## src/rtl/lsu_ctrl.sv

```systemverilog
// lsu_ctrl: load/store controller driving the byte-lane data memory.
// Accepts one request at a time, checks legality, runs one aligned memory
// cycle (or a sequence of byte cycles for misaligned accesses) and returns
// a one-cycle completion pulse carrying extended load data or an error.
// Optional feature: define LSU_MISALIGN_EN to split misaligned half/word
// accesses into byte accesses; otherwise they complete with resp_err.
module lsu_ctrl (
  input  logic        clk,
  input  logic        rst_n,
  input  logic        req_valid,
  output logic        req_ready,
  input  logic        req_we,
  input  logic [2:0]  req_func3,
  input  logic [31:0] req_addr,
  input  logic [31:0] req_wdata,
  output logic        resp_valid,
  output logic [31:0] resp_rdata,
  output logic        resp_err,
  output logic        mem_we,
  output logic [2:0]  mem_func3,
  output logic [31:0] mem_addr,
  output logic [31:0] mem_wdata,
  input  logic [31:0] mem_rdata
);

  typedef enum logic [1:0] {
    IDLE   = 2'd0,
    ACCESS = 2'd1,
    RESP   = 2'd2
  } state_t;

  state_t      state, state_nxt;
  logic        accept;
  logic        illegal;
  logic        aligned;
  logic        go_err;
  logic        op_we;
  logic [2:0]  first_func3;
  logic [31:0] first_wdata;

`ifdef LSU_MISALIGN_EN
  logic        split;
  logic        op_uns;
  logic [1:0]  cnt;
  logic [1:0]  cnt_last;
  logic [1:0]  cnt_nxt;
  logic [31:0] wdata_r;
  logic [31:0] acc;
  logic [31:0] acc_cur;
  logic [31:0] split_rdata;
  logic [31:0] addr_nxt;
`endif

  assign req_ready  = (state == IDLE) && rst_n;
  assign accept     = req_valid && req_ready;
  assign resp_valid = (state == RESP);

  // Classify the incoming request and form the first memory cycle
  always_comb begin
    illegal = (req_func3[1:0] == 2'b11) || (req_func3 == 3'b110) ||
              (req_we && req_func3[2]);
    aligned = (req_func3[1:0] == 2'b00) ||
              ((req_func3[1:0] == 2'b01) && !req_addr[0]) ||
              ((req_func3[1:0] == 2'b10) && (req_addr[1:0] == 2'b00));
`ifdef LSU_MISALIGN_EN
    go_err = illegal;
`else
    go_err = illegal || !aligned;
`endif
    first_func3 = req_func3;
    first_wdata = req_wdata << {req_addr[1:0], 3'b000};
`ifdef LSU_MISALIGN_EN
    if (!aligned) begin
      first_func3 = req_we ? 3'b000 : 3'b100;
      first_wdata = {24'h0, req_wdata[7:0]} << {req_addr[1:0], 3'b000};
    end
`endif
  end

`ifdef LSU_MISALIGN_EN
  // Next byte step of a split access and the load result assembled so far
  always_comb begin
    cnt_nxt  = cnt + 2'd1;
    addr_nxt = mem_addr + 32'd1;
    acc_cur  = acc;
    acc_cur[{cnt, 3'b000} +: 8] = mem_rdata[7:0];
    split_rdata = acc_cur;
    if (cnt_last == 2'd1)
      split_rdata = op_uns ? {16'h0, acc_cur[15:0]}
                           : {{16{acc_cur[15]}}, acc_cur[15:0]};
  end
`endif

  // Next-state logic
  always_comb begin
    state_nxt = state;
    case (state)
      IDLE:    if (accept) state_nxt = go_err ? RESP : ACCESS;
      ACCESS: begin
`ifdef LSU_MISALIGN_EN
        if (!split || (cnt == cnt_last)) state_nxt = RESP;
`else
        state_nxt = RESP;
`endif
      end
      RESP:    state_nxt = IDLE;
      default: state_nxt = IDLE;
    endcase
  end

  // State register
  always_ff @(posedge clk) begin
    if (!rst_n) state <= IDLE;
    else        state <= state_nxt;
  end

  // Memory port, response and split-access bookkeeping
  always_ff @(posedge clk) begin
    if (!rst_n) begin
      resp_rdata <= '0;
      resp_err   <= 1'b0;
      mem_we     <= 1'b0;
      mem_func3  <= '0;
      mem_addr   <= '0;
      mem_wdata  <= '0;
      op_we      <= 1'b0;
`ifdef LSU_MISALIGN_EN
      split      <= 1'b0;
      op_uns     <= 1'b0;
      cnt        <= '0;
      cnt_last   <= '0;
      wdata_r    <= '0;
      acc        <= '0;
`endif
    end else begin
      case (state)
        IDLE: begin
          if (accept) begin
            op_we      <= req_we;
            resp_err   <= go_err;
            resp_rdata <= '0;
            if (!go_err) begin
              mem_we    <= req_we;
              mem_func3 <= first_func3;
              mem_addr  <= req_addr;
              mem_wdata <= first_wdata;
`ifdef LSU_MISALIGN_EN
              split     <= !aligned;
              op_uns    <= req_func3[2];
              cnt       <= '0;
              cnt_last  <= (req_func3[1:0] == 2'b01) ? 2'd1 : 2'd3;
              wdata_r   <= req_wdata;
              acc       <= '0;
`endif
            end
          end
        end
        ACCESS: begin
`ifdef LSU_MISALIGN_EN
          if (split && (cnt != cnt_last)) begin
            // Advance to the next byte; each byte goes to the lane of its own address
            cnt       <= cnt_nxt;
            mem_addr  <= addr_nxt;
            mem_wdata <= {24'h0, wdata_r[{cnt_nxt, 3'b000} +: 8]} << {addr_nxt[1:0], 3'b000};
            acc       <= acc_cur;
          end else begin
            mem_we     <= 1'b0;
            resp_rdata <= op_we ? '0 : (split ? split_rdata : mem_rdata);
            cnt        <= '0;
          end
`else
          mem_we     <= 1'b0;
          resp_rdata <= op_we ? '0 : mem_rdata;
`endif
        end
        default: ;
      endcase
    end
  end

endmodule

```

## config.mk

```make
export PLATFORM = sky130hd
export DESIGN_NAME = lsu_ctrl
export DESIGN_NICKNAME = d
export VERILOG_FILES = /design/src/rtl/lsu_ctrl.sv
export SDC_FILE = /design/constraint.sdc
export NUM_CORES = 1
export LEC_CHECK = 0
export ABC_AREA = 1
export BUFFER_PORTS_ARGS = -buffer_cell sky130_fd_sc_hd__buf_2
export CAP_MARGIN = 40
export CORE_ASPECT_RATIO = 1.2
export CORE_MARGIN = 2
export CORE_UTILIZATION = 43
export DETAILED_ROUTE_END_ITERATION = 10
export GPL_TIMING_DRIVEN = 0
export PLACE_DENSITY = 0.86
export SYNTH_ARGS = -nofsm -noshare
export SYNTH_HDL_FRONTEND = slang
export SYNTH_SLANG_ARGS = --single-unit
```

## constraint.sdc

```tcl
create_clock -name clk -period 1.1 [get_ports clk]
set_input_delay 0.11 -clock clk [delete_from_list [all_inputs] [get_ports clk]]
set_output_delay 0.11 -clock clk [all_outputs]
set_load 0.02 [all_outputs]
```

==> metrics.txt <==
Yosys cell types 20; CP max-delay cell dfxtp_4; hold_ws 0.0171 ns; final setup fails 103; Detail Placement HPWL 10800 um; Sink Count 104; Core Footprint 0.0110 mm^2; register area 0.00209 mm^2; Max VDD drop 868 uV; Max Cap Violations 0; Final Hold Viols 0; die span in y 121 um; Fmax 771 MHz; Tcrit/Tclk final 118%; mux contribution to synthesized area 0%; nets@finish 1026; gr usage total 23.1%; Hold Buf Count CTS 0; routed length per placed instance 14.2 um; mapped cell area 0.00486 mm^2; CP Launch Type register; RR Endpoint mem_wdata[22]; main combinational cell family by area after synthesis simple AND/OR/NAND/NOR gates; clk slew on worst S/H paths 0.07 ns; ratio of cells with drive above 1 in the final layout 40.6%; number of global-route vias before repair 4898; PnR worst setup slack -0.196 ns; largest fanout on the critical path 5; crit path DAT 1.53 ns; pwr dens 1310 mW/mm^2; worst-path cell chain nor2_2 > nand3_2 > clkinv_4 > buf_12 > buf_8 > nand3_1 > nand2_1 > nor2_1; Simple-Gate Fraction of Synth Area 34.2%; Final Critical Period 1.30 ns; crit path from state[0]; Stages on worst setup path 8; Worst R2R Path Depth 8; die area 0.0122 mm^2; min-delay src mem_rdata[11]; GR Overflow Total 0; drt first pass iters 5; DRC 0; Worst EP required 1.33 ns; Synth Area in XOR/XNOR 0%; failing checks setup timing; Setup Skew 0.00655 ns; Cells after Synth 693; Worst setup EP type register; Synth Net Count 796; Worst slew margin 53.6%; status complete, but fails checks; # port buffers 202; first-pass GRT wire length 22500 um; Starting Density 44.1%; slew at the pin with the worst max-slew slack 0.695 ns; CTS tree done; reg-to-reg slack, setup -0.20 ns; Rows 42; clk_lat worst skew 0.34 ns; fraction of the mapped netlist area in adder cells 0%; Worst R2R Start state[0]; commonest cells after routing, fill and taps aside nand2_1 (222), buf_2 (210), dfxtp_1 (102); Mean Syn Cell Area 7.02 um^2; Hold WC Path Type input pin to register; final core area utilization 64.4%; initial antenna violation count 1; final wirelength 15000 um; Setup crit end mem_wdata[22]; filler instances 1001; Crit Path Class register to register; die width 101 um; clock root cell clkbuf_16; Area Overhead vs Synth 46.2%; Leak 3.51 nW; Crit path max-delay family simple AND/OR/NAND/NOR gates; Vias per Instance 5.03; commonest non-fill, non-tap cell in the layout nand2_1; Seq/Total Area, Yosys 42.8%; H-tree Lvls 3; largest net degree at the start of global routing 16; Buffers & Inverters on Critical Path 3; CP peak stage delay 0.36 ns; flops & latches, synth 104; num ports 206; Routed Antenna Nets 0; Syn. warnings 0; Compound-Gate Fraction of Synth Area 12.0%; CTS Buffer Depth 2; RD Place Congestion 0.928; TritonCTS Buffers 9; drt initial violations 218; RSZ-0062 raised after global routing true; Vias 5336; Final Max Tran Viols 0; Multi-input gate area 0.00255 mm^2
-- worst min-delay path, cell delays in order --
cell	delay, ns
buf_2	0.09
nand2_1	0.05
a21oi_1	0.05
-- per-stage QoR --
step / setup slack (ns) / power [mW] / cells / cell area (um^2) / TNS (ns)
2_1_floorplan: -0.00649 / 5.06 / 693 / 4890 / -0.00649
3_3_place_gp: -0.202 / 5.59 / 1027 / 6070 / -14.19
3_5_place_dp: -0.197 / 5.60 / 1027 / 6070 / -14.63
4_1_cts: -0.161 / 9.25 / 1054 / 6780 / -13.05
5_1_grt: -0.236 / 9.71 / 1060 / 7110 / -17.70
6_report: -0.196 / 9.32 / 1060 / 7110 / -10.78
-- registers in the layout, indices dropped and copies added, names as in the netlist --
name and cells:
resp_err 1, mem_we 1, op_we 1, mem_wdata 32, mem_func3 3, mem_addr 32, resp_rdata 32, state 2
-- how the worst min path moves through the flow --
stage               depth (start not counted)  slack (ns)              to
global route                                3        0.02  resp_rdata[19]
finish                                      3        0.02  resp_rdata[11]
global placement                            3        0.37   resp_rdata[9]
CTS                                         3        0.01   resp_rdata[1]
floorplan                                   2        0.25           op_we
detailed placement                          3        0.37  resp_rdata[24]
-- layer usage --
layer,GRT usage (%),wire length [um]
met2,40.3,7490
met1,27.5,6020
met3,4.05,1040
met4,10.3,462
met5,0,0
-- layout make-up --
cell class / instances / area share [%]
diodes: 1 / 0.0352
plain buffers: 52 / 7.23
clock buffers: 12 / 3.61
clock inverters: 3 / 0.915
inverters: 41 / 2.41
multi-input cells: 496 / 35.9
flip-flops and latches: 104 / 29.3
well taps: 132 / 2.32
repair buffers: 219 / 18.2
-- cells in the mapped netlist --
cell type / number / share of area [%]
a21boi_0: 1 / 0.15
a21oi_1: 62 / 6.4
a21oi_2: 30 / 5.4
buf_1: 4 / 0.31
buf_12: 1 / 0.41
buf_2: 20 / 2.1
buf_4: 2 / 0.31
buf_6: 11 / 2.5
buf_8: 4 / 1.2
clkbuf_1: 10 / 0.77
dfxtp_1: 104 / 43
inv_1: 38 / 2.9
inv_4: 3 / 0.39
nand2_1: 237 / 18
nand2_4: 2 / 0.46
nand3_1: 93 / 9.6
nand3_2: 3 / 0.62
nor2_1: 65 / 5.0
nor2_2: 2 / 0.26
o21ai_0: 1 / 0.10
-- where the power goes --
| group | leakage [nW] | switching (mW) | internal [mW] |
|---|---|---|---|
| clock network | 0.159 | 1.35 | 2.10 |
| logic | 2.50 | 1.10 | 0.793 |
| registers | 0.844 | 0.0830 | 3.90 |
| total | 3.51 | 2.53 | 6.79 |
-- cell families (layout without fill, tap and decap cells) --
kind of cell / after synthesis / count (layout)
flip-flops: 104 / 104
other: 0 / 1
buffers and inverters: 93 / 327
AO/OA/AOI/OAI: 94 / 94
AND/OR/NAND/NOR: 402 / 402
-- timing repair --
action,in CTS,in global routing
setup endpoints to repair,103,105
hold endpoints to repair,0,0
gates resized for setup,62,63
buffers inserted,7,2
pin swaps,14,20
gates cloned,5,3
No activity file was read; power rests on OpenSTA's default activity.
